File: config.mk
export PLATFORM = sky130hd
export DESIGN_NAME = vector_check_seq_flat
export DESIGN_NICKNAME = d
export VERILOG_FILES = /design/src/rtl/vector_check_seq_if.sv /design/src/rtl/vector_check_seq.sv /design/src/flat_wrapper.sv
export SDC_FILE = /design/constraint.sdc
export NUM_CORES = 1
export LEC_CHECK = 0
export ABC_CLOCK_PERIOD_IN_PS = 2400
export BUFFER_PORTS_ARGS = -buffer_cell sky130_fd_sc_hd__clkbuf_2
export CORE_UTILIZATION = 26
export CTS_CLUSTER_DIAMETER = 40
export DETAILED_ROUTE_END_ITERATION = 16
export PLACE_DENSITY = 0.59
export RECOVER_POWER = 25
export SLEW_MARGIN = 20
export SYNTH_ARGS = -nofsm -noshare
export SYNTH_HDL_FRONTEND = slang
export SYNTH_SLANG_ARGS = --single-unit
export TNS_END_PERCENT = 50
File: constraint.sdc
create_clock -name ap_clk -period 2.4 [get_ports ap_clk]
set_clock_uncertainty 0.05 [all_clocks]
set_input_delay 0.6 -clock ap_clk [delete_from_list [all_inputs] [get_ports ap_clk]]
set_output_delay 0.6 -clock ap_clk [all_outputs]
set_load 0.005 [all_outputs]
File: src/rtl/vector_check_seq_if.sv
// rtl/vector_check_seq_if.sv - vector ROM and operator handshake bundle for vector_check_seq
interface vector_check_seq_if #(
  parameter int DATA_W = 64,
  parameter int ADDR_W = 5
) ();
  logic [ADDR_W-1:0] rom_addr;
  logic              rom_ce;
  logic [DATA_W-1:0] rom_a;
  logic [DATA_W-1:0] rom_b;
  logic [DATA_W-1:0] rom_z;
  logic              op_start;
  logic              op_ready;
  logic              op_done;
  logic [DATA_W-1:0] op_a;
  logic [DATA_W-1:0] op_b;
  logic              op_sign;
  logic [DATA_W-1:0] op_result;

  modport master (
    output rom_addr, rom_ce,
    input  rom_a, rom_b, rom_z,
    output op_start, op_a, op_b, op_sign,
    input  op_ready, op_done, op_result
  );

  modport slave (
    input  rom_addr, rom_ce,
    output rom_a, rom_b, rom_z,
    input  op_start, op_a, op_b, op_sign,
    output op_ready, op_done, op_result
  );
endinterface

File: src/rtl/vector_check_seq.sv
// rtl/vector_check_seq.sv - self-checking vector sequencer driving one operator core under ap_* control
// Optional VCS_FIRST_FAIL_EN adds fail_idx/fail_vld reporting the first mismatching vector of a run.
module vector_check_seq #(
  parameter int DATA_W = 64,
  parameter int DEPTH  = 22,
  parameter int ADDR_W = 5,
  parameter int CNT_W  = 8,
  parameter int TMO_W  = 12
) (
  input  logic               ap_clk,
  input  logic               ap_rst_n,
  input  logic               ap_start,
  output logic               ap_done,
  output logic               ap_idle,
  output logic               ap_ready,
  output logic [CNT_W-1:0]   ap_return,
`ifdef VCS_FIRST_FAIL_EN
  output logic [ADDR_W-1:0]  fail_idx,
  output logic               fail_vld,
`endif
  vector_check_seq_if.master bus
);

  typedef enum logic [2:0] {
    S_IDLE, S_FETCH, S_LOAD, S_LAUNCH, S_WAIT, S_CHECK
  } state_t;

  localparam logic [ADDR_W-1:0] LAST_IDX = ADDR_W'(DEPTH);
  localparam logic [CNT_W-1:0]  CNT_MAX  = '1;
  localparam logic [TMO_W-1:0]  TMO_LAST = {{(TMO_W-1){1'b1}}, 1'b0};

  state_t            state, state_nxt;
  logic [ADDR_W-1:0] idx;
  logic [CNT_W-1:0]  cnt;
  logic [DATA_W-1:0] op_a_r, op_b_r, z_reg, res_reg;
  logic              op_sign_r;
  logic [TMO_W-1:0]  wdog;
  logic              tmo_flag;
  logic              bypass, tmo_hit, mismatch;

  assign bypass   = bus.rom_a[DATA_W-1] ^ bus.rom_b[DATA_W-1];
  // The WAIT cycle that would carry the watchdog to all-ones is the last one allowed.
  assign tmo_hit  = (wdog == TMO_LAST);
  assign mismatch = tmo_flag | (res_reg != z_reg);

  always_ff @(posedge ap_clk or negedge ap_rst_n) begin
    if (!ap_rst_n) state <= S_IDLE;
    else           state <= state_nxt;
  end

  always_comb begin
    state_nxt = state;
    case (state)
      S_IDLE:   if (ap_start) state_nxt = S_FETCH;
      S_FETCH:  state_nxt = (idx == LAST_IDX) ? S_IDLE : S_LOAD;
      S_LOAD:   state_nxt = bypass ? S_CHECK : S_LAUNCH;
      S_LAUNCH: if (bus.op_ready) state_nxt = S_WAIT;
      S_WAIT:   if (bus.op_done || tmo_hit) state_nxt = S_CHECK;
      S_CHECK:  state_nxt = S_FETCH;
      default:  state_nxt = S_IDLE;
    endcase
  end

  always_comb begin
    ap_done      = (state == S_FETCH) && (idx == LAST_IDX);
    ap_ready     = ap_done;
    ap_idle      = (state == S_IDLE) && !ap_start;
    bus.rom_ce   = (state == S_FETCH) && (idx != LAST_IDX);
    bus.rom_addr = idx;
    bus.op_start = (state == S_LAUNCH);
  end

  always_ff @(posedge ap_clk or negedge ap_rst_n) begin
    if (!ap_rst_n) begin
      idx       <= '0;
      cnt       <= '0;
      op_a_r    <= '0;
      op_b_r    <= '0;
      op_sign_r <= 1'b0;
      z_reg     <= '0;
      res_reg   <= '0;
      wdog      <= '0;
      tmo_flag  <= 1'b0;
`ifdef VCS_FIRST_FAIL_EN
      fail_idx  <= '0;
      fail_vld  <= 1'b0;
`endif
    end else begin
      case (state)
        S_IDLE: if (ap_start) begin
          idx      <= '0;
          cnt      <= '0;
`ifdef VCS_FIRST_FAIL_EN
          fail_idx <= '0;
          fail_vld <= 1'b0;
`endif
        end
        S_LOAD: begin
          op_a_r    <= bus.rom_a;
          op_b_r    <= bus.rom_b;
          op_sign_r <= bus.rom_a[DATA_W-1];
          z_reg     <= bus.rom_z;
          tmo_flag  <= 1'b0;
        end
        S_LAUNCH: wdog <= '0;
        // A result arriving on the timeout cycle still counts as a normal completion.
        S_WAIT: begin
          if (bus.op_done)  res_reg  <= bus.op_result;
          else if (tmo_hit) tmo_flag <= 1'b1;
          else              wdog     <= wdog + 1'b1;
        end
        S_CHECK: begin
          idx <= idx + 1'b1;
          if (mismatch && (cnt != CNT_MAX)) cnt <= cnt + 1'b1;
`ifdef VCS_FIRST_FAIL_EN
          if (mismatch && !fail_vld) begin
            fail_idx <= idx;
            fail_vld <= 1'b1;
          end
`endif
        end
        default: ;
      endcase
    end
  end

  assign ap_return   = cnt;
  assign bus.op_a    = op_a_r;
  assign bus.op_b    = op_b_r;
  assign bus.op_sign = op_sign_r;

endmodule

File: src/flat_wrapper.sv
// flat-port wrapper written by rule: the top's interface ports become plain ports
module vector_check_seq_flat 
#(
  parameter int DATA_W = 64,
  parameter int DEPTH  = 22,
  parameter int ADDR_W = 5,
  parameter int CNT_W  = 8,
  parameter int TMO_W  = 12
)
  (ap_clk, ap_rst_n, ap_start, ap_done, ap_idle, ap_ready, ap_return, bus_rom_addr, bus_rom_ce, bus_rom_a, bus_rom_b, bus_rom_z, bus_op_start, bus_op_a, bus_op_b, bus_op_sign, bus_op_ready, bus_op_done, bus_op_result);
  vector_check_seq_if #(.DATA_W(DATA_W), .ADDR_W(ADDR_W)) bus_i ();
  input  logic ap_clk;
  input  logic ap_rst_n;
  input  logic ap_start;
  output logic ap_done;
  output logic ap_idle;
  output logic ap_ready;
  output logic [CNT_W-1:0] ap_return;
  output wire logic [$bits(bus_i.rom_addr)-1:0] bus_rom_addr;
  output wire logic [$bits(bus_i.rom_ce)-1:0] bus_rom_ce;
  input wire logic [$bits(bus_i.rom_a)-1:0] bus_rom_a;
  input wire logic [$bits(bus_i.rom_b)-1:0] bus_rom_b;
  input wire logic [$bits(bus_i.rom_z)-1:0] bus_rom_z;
  output wire logic [$bits(bus_i.op_start)-1:0] bus_op_start;
  output wire logic [$bits(bus_i.op_a)-1:0] bus_op_a;
  output wire logic [$bits(bus_i.op_b)-1:0] bus_op_b;
  output wire logic [$bits(bus_i.op_sign)-1:0] bus_op_sign;
  input wire logic [$bits(bus_i.op_ready)-1:0] bus_op_ready;
  input wire logic [$bits(bus_i.op_done)-1:0] bus_op_done;
  input wire logic [$bits(bus_i.op_result)-1:0] bus_op_result;
  assign bus_rom_addr = bus_i.rom_addr;
  assign bus_rom_ce = bus_i.rom_ce;
  assign bus_i.rom_a = bus_rom_a;
  assign bus_i.rom_b = bus_rom_b;
  assign bus_i.rom_z = bus_rom_z;
  assign bus_op_start = bus_i.op_start;
  assign bus_op_a = bus_i.op_a;
  assign bus_op_b = bus_i.op_b;
  assign bus_op_sign = bus_i.op_sign;
  assign bus_i.op_ready = bus_op_ready;
  assign bus_i.op_done = bus_op_done;
  assign bus_i.op_result = bus_op_result;
  vector_check_seq #(.DATA_W(DATA_W), .DEPTH(DEPTH), .ADDR_W(ADDR_W), .CNT_W(CNT_W), .TMO_W(TMO_W)) u_core (.ap_clk(ap_clk), .ap_rst_n(ap_rst_n), .ap_start(ap_start), .ap_done(ap_done), .ap_idle(ap_idle), .ap_ready(ap_ready), .ap_return(ap_return), .bus(bus_i));
endmodule
# ---- Word-level counts from Yosys, hierarchy flattened
# Cells that the tools add are included.
# W data, S select, Z words.
dict set report word_totals {
  regBits 286
  input_bits 261
  out_inout_bits 147
  word_cells 65
}
dict set report op_classes {
  add_sub_neg 3
  n_eq_ne 17
  mux 17
  n_bitwise 2
  n_reduce_logical 16
}
# cell n
set ops {}
lappend ops {{$ne A64 B64 Y1} 1}
lappend ops {{$mux W12} 2}
lappend ops {{$pmux W12 S2} 1}
lappend ops {{$pmux W3 S6} 1}
lappend ops {{$mux W8} 2}
lappend ops {{$pmux W8 S2} 1}
lappend ops {{$add A12 B1 Y12 const B} 1}
lappend ops {{$eq A12 B12 Y1 const B} 1}
lappend ops {{$mux W3} 4}
lappend ops {{$reduce_and A3 Y1} 4}
lappend ops {{$pmux W5 S2} 1}
lappend ops {{$add A8 B1 Y8 const B} 1}
lappend ops {{$ne A2 B1 Y1 const B} 4}
lappend ops {{$ne A8 B8 Y1 const B} 1}
lappend ops {{$eq A3 B2 Y1 const B} 2}
lappend ops {{$eq A3 B3 Y1 const B} 2}
lappend ops {{$ne A2 B2 Y1 const B} 3}
lappend ops {{$reduce_bool A2 Y1} 3}
lappend ops {{$add A5 B1 Y5 const B} 1}
lappend ops {{$eq A5 B5 Y1 const B} 1}
lappend ops {{$mux W5} 1}
lappend ops {{$ne A5 B5 Y1 const B} 1}
lappend ops {{$logic_and A1 B1 Y1} 4}
lappend ops {{$reduce_and A2 Y1} 2}
lappend ops {{9 further kinds} 10}

# ---- Depth between registers and ports, before layout
# Gate-level depths: netlist of the first run.
dict set report logic_depth {
  word_depth 5
  ltp_mapped 8
  depth_no_buf 8
}

# ---- Worst setup path after synthesis of the first run
# OpenSTA, ideal clock, no wires.
dict set report synth_timing {
  path_kind {register -> register}
  start {register u_core.cnt[0], in the netlist u_core.ap_return[0]}
  end {register u_core.cnt[5], in the netlist u_core.ap_return[5]}
  arrival_ns 2.017
  required_time_ns 2.268
  slack_ns 0.251
  stages_incl_launch_ff 9
  path_buffers 0
  synth_period_minus_slack_ns 2.149
  path_cell_list {dfrtp_1 -> ha_1 -> and3_1 -> and3_1 -> a31o_2 -> or3_1 -> a21oi_1 -> a21oi_1 -> a31oi_1}
}
dict set report synth_via {
  elab_chain_len 4
  elab_cells_between_ends 7
}
# item line
set synth_rtl {}
lappend synth_rtl {{start: declaration} vector_check_seq.sv:34} ;# logic [CNT_W-1:0] cnt;
lappend synth_rtl {{start signal: assignment} vector_check_seq.sv:114} ;# if (mismatch && (cnt != CNT_MAX)) cnt <= cnt + 1'b1;
lappend synth_rtl {{parallel branches: the longest is 4 deep, another holds $add A8 B1 Y8} -}
# Parallel ways; which one is timed is not known. The select of a mux whose other input is x is not followed.
# A chain may end at the register's enable or synchronous reset.

# ---- Worst setup path in the final report of the first run
dict set report layout_timing {
  start {register u_core.idx[0], in the netlist u_core.bus.rom_addr[0]}
  end {output port ap_ready}
}
dict set report layout_via {
  elab_chain_len 2
}
# item line
set layout_rtl {}
lappend layout_rtl {{start: declaration} vector_check_seq.sv:33} ;# logic [ADDR_W-1:0] idx;
lappend layout_rtl {{start signal: assignment} vector_check_seq.sv:113} ;# idx <= idx + 1'b1;
lappend layout_rtl {{$eq A5 B5 Y1} vector_check_seq.sv:65} ;# ap_done = (state == S_FETCH) && (idx == LAST_IDX);
lappend layout_rtl {{$logic_and A1 B1 Y1} vector_check_seq.sv:65}
lappend layout_rtl {{end: declaration} flat_wrapper.sv:17} ;# output logic ap_ready;
# No other way between the ends.

==> results of run 1 <==
-- worst min path at each step --
stage,start,to,slack (ns),cells past startpoint
after detailed placement,u_core.bus.op_b[62],u_core.bus.op_b[62],0.44,1
after global routing,bus_op_result[24],u_core.res_reg[24],0.18,3
after CTS,bus_op_result[24],u_core.res_reg[24],0.16,3
final,bus_op_result[43],u_core.res_reg[43],0.21,3
after global placement,u_core.bus.op_a[45],u_core.bus.op_a[45],0.44,1
after floorplan,ap_rst_n,u_core.ap_return[0],0.25,0
-- report_power, final --
group,leakage (nW),switching (W),internal (W)
Clock,0.837,0.00240,0.00476
Sequential,3.43,0.00145,0.00714
Combinational,3.59,0.00294,0.00420
Total,7.85,0.00679,0.0161
-- what timing repair did --
item	CTS	global route
hold buffers	1	0
pin swaps	10	8
gates resized for setup	10	16
endpoints found under the setup margin	13	13
hold endpoints to repair	43	0
buffers inserted	7	1
-- placed cells by master (no fill, tap or decap), types with 5 or more instances in the layout --
master	synthesis	layout
mux2_2	246	246
inv_1	16	15
xnor2_1	16	16
clkinv_2	0	7
xor2_1	47	47
bufinv_16	0	6
dfrtp_1	285	281
clkinvlp_4	0	5
nand4_1	12	12
buf_2	21	5
clkbuf_8	0	8
nor4_1	13	10
nand2_1	36	36
nand2b_1	8	8
clkbuf_16	0	51
buf_12	0	12
clkbuf_2	0	408
a21oi_1	9	8
nor2_1	21	19
nand3_1	6	6
buf_4	2	19
o21ai_0	27	25
clkinv_4	0	5
-- per-stage QoR --
stage	instances	hold WS (ns)
floorplan	832	0.254
global placement	1829	0.438
detailed placement	1829	0.445
CTS	1925	0.156
global route	1929	0.180
finish	1929	0.207
-- worst reg2reg max path, delay by kind of cell, from the launching register on --
family / cells / cell delay [ns]
flops: 1 / 0.38
buf+inv: 2 / 0.33
compound gates: 3 / 0.52
simple gates: 3 / 0.74
xor+xnor: 1 / 0.18
-- final cells by class --
| type | count | area [µm²] |
|---|---|---|
| multi-input cells | 494 | 4520 |
| flip-flops and latches | 285 | 7140 |
| fillers | 4325 | 27700 |
| diodes | 3 | 7.51 |
| well taps | 592 | 741 |
| repair buffers | 451 | 2510 |
| clock inverters | 26 | 323 |
| inverters | 16 | 60.1 |
| clock buffers | 62 | 1400 |
-- Yosys cell counts, types with 5 or more instances --
cell	count	area, µm²
nand3_1	6	30.0
mux2_2	246	2770
ha_1	5	62.6
buf_2	21	105
clkbuf_1	13	48.8
xor2_1	47	412
dfrtp_1	285	7130
nor2_1	21	78.8
xnor2_1	16	140
inv_1	16	60.1
nand2_1	36	135
a21oi_1	9	45.0
nand4_1	12	75.1
nor4_1	13	81.3
nand2b_1	8	50.1
o21ai_0	27	135
-- routing by layer --
metal  share of wire [%]  up-vias  track usage (%)  routed length (µm)
met5               0.035        -                0                  11
met1                  39     4077             15.7               12200
li1                    -     3881                -                   -
met4                 3.3        2             6.21                1030
met2                  50      304             23.4               15600
met3                 8.1       72             4.20                2550
-- cells by family after synthesis --
logic type | Yosys count | synth area share [%]
xor+xnor | 63 | 4.69
flops | 285 | 60.6
simple gates | 115 | 5.14
fa+ha+maj | 5 | 0.531
compound gates | 64 | 3.45
mux | 247 | 23.6
buf+inv | 53 | 1.98
==> metrics, run 1 <==
status=complete, but fails checks; failing checks=capacitance limit, slew limit; post-route cell area=0.0167 mm²; DR vias=8336; Worst Max-Slew Pin Slew=1.59 ns; Mapped Avg Cell Area=14.1 µm²; overall routed net length=31300 µm; pre-CTS setup slack=-0.468 ns; Crit-path slowest cell=dfrtp_2; cells on worst reg2reg path=9; post-synthesis sequential area ratio=60.6%; crit path max fanout=2; CP endpoint kind=output port; Root Driver=clkbuf_16; GP Congestion=0.774; IO Port Bufs=407; Worst setup startpoint=u_core.bus.rom_addr[0]; Starting Density=26.5%; DR DRC count=0; vias in the first global route=9185; final hold violation count=0; Avg WL per Cell=16.2 µm; worst hold path class=input port to register; Ports=408; CP bufs+invs=2; initial antenna violation count=4; CTS tree=yes; flops & latches, synth=285; clock net sink count=285; area post-placement=0.0148 mm²; final worst path period share=97.9%; first-pass GRT wire length=49700 µm; setup TNS=0 ns; Post-synth EDFFs=0; CP peak stage delay=0.40 ns; DIE AREA=0.0461 mm²; H-tree levels=2; Vias/cell=4.32; max-cap violations=1; Worst R2R Setup Slack=0.08 ns; Tmin final=2.35 ns; reg2reg end=u_core.ap_return[6]; row count=77; Cell variety after synth=51; relative slew slack=-5.82%; Die Span X=215 µm; critical path startpoint category=register; DR iter-0 viols=312; RSZ-0062 raised after global routing=true; Primary FF master, synth=dfrtp_1; Pins Over Slew Limit=56; GRT Overall Usage=13.7%; worst r2r src=u_core.z_reg[38]; layout cells sized above 1=60.4%; largest net degree at the start of global routing=59; grt total ovfl=0; Pwr Total=0.0229 W; family with the most delay on the worst path=simple AND/OR/NAND/NOR gates; Core Box Area=0.0444 mm²; fmax=426 MHz; total clock buffers created by CTS=49; Area Overhead vs Synth=41.8%; Final #Nets=1563; Worst Path Required=1.75 ns; asr flop ratio synth=100%; Syn Nets=1098; Final setup viols=0; post-layout util=37.6%; Critical Path Stages=5; crit path capture=ap_ready; Synth Instances=832; die span in y=215 µm; Synth Cell Area=0.0118 mm²; power per cell area=1370 mW/mm²; synth warn=0; DR pass1 iterations=4; clock slew at reported path FFs=0.05 ns; static leakage=7.85 nW; IR drop worst, VDD=736 µV; buffer depth of the longest clock path=3; HPWL Detailed=23000 µm; fin worst setup slack=0.0510 ns; CP cell instances=inv_2 > ha_4 > nand4b_1 > nor4b_2 > buf_2; Data arrival, critical path=1.70 ns; Crit Path Class=register to output port; Clock Latency Late Sink=0.55 ns; Post-DRT Antenna Nets=0
No activity file was read; power rests on OpenSTA's default activity.
==> run 2: changes to the inputs <==
Settings changed: ABC_CLOCK_PERIOD_IN_PS 2400 to 1890, PLACE_DENSITY 0.59 to 0.48.
Clock period 2.4 ns to 1.89 ns, I/O delays scaled along.
==> run 2 against run 1 <==
The flow finishes with violations (setup timing). Register-to-register slack lost 0.46 ns. Sequential power grew 26%. Cell area increased by 4.3%. Cell count rose by 3.2%.
==> metrics, run 2 (synthesis results as in run 1) <==
CP cell instances=inv_1 > ha_1 > nand4b_1 > nor4b_2 > buf_4 > clkbuf_2; hold depth=3; die span in y=215 µm; Core Box Area=0.0444 mm²; overall routed net length=34800 µm; GP Congestion=0.786; Starting Density=26.5%; leading cell types in the layout, fill and taps excluded=clkbuf_2 (409), dfrtp_1 (283), mux2_2 (246), buf_4 (77), clkbuf_16 (52); fin worst setup slack=-0.430 ns; post-layout util=39.2%; cells on worst reg2reg path=9; Die Span X=215 µm; Worst Max-Slew Pin Slew=0.741 ns; clock slew at reported path FFs=0.05 ns; Pins Over Slew Limit=0; Final #Nets=1622; Vias/cell=4.34; relative slew slack=50.6%; clock net sink count=285; Filler cells=4330; vias in the first global route=9610; RSZ-0062 raised after global routing=true; Pwr Total=0.0309 W; Clock Latency Late Sink=0.57 ns; Area Overhead vs Synth=47.9%; Avg WL per Cell=17.5 µm; DIE AREA=0.0461 mm²; fmax=431 MHz; Tmin final=2.32 ns; Data arrival, critical path=1.80 ns; DR DRC count=0; worst hold slack=0.0752 ns; first-pass GRT wire length=55000 µm; buffer depth of the longest clock path=3; Crit Path Class=register to output port; final worst path period share=123%; largest net degree at the start of global routing=59; Crit-path slowest cell=dfrtp_1; DR pass1 iterations=4; DR iter-0 viols=284; total clock buffers created by CTS=52; most common cell after layout, fill and taps aside=clkbuf_2; DR vias=8644; CP peak stage delay=0.37 ns; Ports=408; Post-DRT Antenna Nets=0; row count=77; power per cell area=1770 mW/mm²; grt total ovfl=0; critical path startpoint category=register; IO Port Bufs=407; status=complete, but fails checks; IR drop worst, VDD=1010 µV; initial antenna violation count=2; Worst Path Required=1.37 ns; layout cells sized above 1=62.5%; CP endpoint kind=output port; crit path max fanout=2; Final setup viols=13; H-tree levels=2; failing checks=setup timing; Worst R2R Setup Slack=-0.38 ns; CTS tree=yes; Root Driver=clkbuf_16; GRT Overall Usage=15.3%; max-cap violations=0; static leakage=8.25 nW; HPWL Detailed=26200 µm; final hold violation count=0; worst hold path class=input port to register
run 2: report_power, final:
group	switching (W)	total (W)	internal, W
Sequential	0.00169	0.0108	0.00906
Clock	0.00321	0.0101	0.00693
Combinational	0.00414	0.0100	0.00586
Total	0.00904	0.0309	0.0219
run 2: repair_timing:
item	in CTS	in global routing
pin swaps	6	7
hold buffers	1	0
endpoints found under the setup margin	15	22
resized for setup	11	19
buffers inserted	0	6
hold endpoints to repair	48	0
run 2: area by class of cell:
class	instances	area, µm²	share of cell area (%)
sequential	285	7130	41.0
clock inverter	26	454	2.61
tap	592	741	4.26
antenna	2	5.00	0.0288
inverter	16	63.8	0.367
timing repair buffer	507	2980	17.1
multi-input combinational	494	4570	26.2
clock buffer	68	1460	8.40
run 2: path summary, 6_finish.rpt:
| kind | endpoint | start |
|---|---|---|
| setup reg to reg | u_core.ap_return[0] | u_core.z_reg[0] |
| hold reg to reg | u_core.bus.op_b[50] | u_core.bus.op_b[50] |
| hold / removal | u_core.z_reg[8] | bus_rom_z[8] |
| min in group asynchronous | u_core.bus.op_a[57] | ap_rst_n |
| setup / recovery | ap_done | u_core.bus.rom_addr[0] |
| max in group asynchronous | u_core.res_reg[45] | ap_rst_n |
run 2: critical path, delay by kind of cell, from the launching register on:
| family | cells | cell delay, ns |
|---|---|---|
| and+or+nand+nor | 2 | 0.41 |
| DFF | 1 | 0.37 |
| buffers and inverters | 3 | 0.31 |
| adders and majority gates | 1 | 0.14 |
run 2: per-stage QoR:
stage          std cells  area (µm²)  setup slack [ns]  setup TNS, ns
3_3_place_gp        1887       15400            -0.548          -3.71
3_5_place_dp        1887       15400            -0.541          -3.66
4_1_cts             1982       17300            -0.487          -4.93
2_1_floorplan        832       11800            -0.112         -0.487
6_report            1990       17400            -0.430          -3.99
5_1_grt             1989       17400            -0.576         -11.96
run 2: per-layer routing:
metal  up-vias  global-route usage, %  share of wire (%)
li1       4015                      -                  -
met1      4294                   18.4                 40
met2       287                   25.6                 49
met3        48                   5.07                8.0
met4         0                   5.64                2.4
met5         -                      0                  0
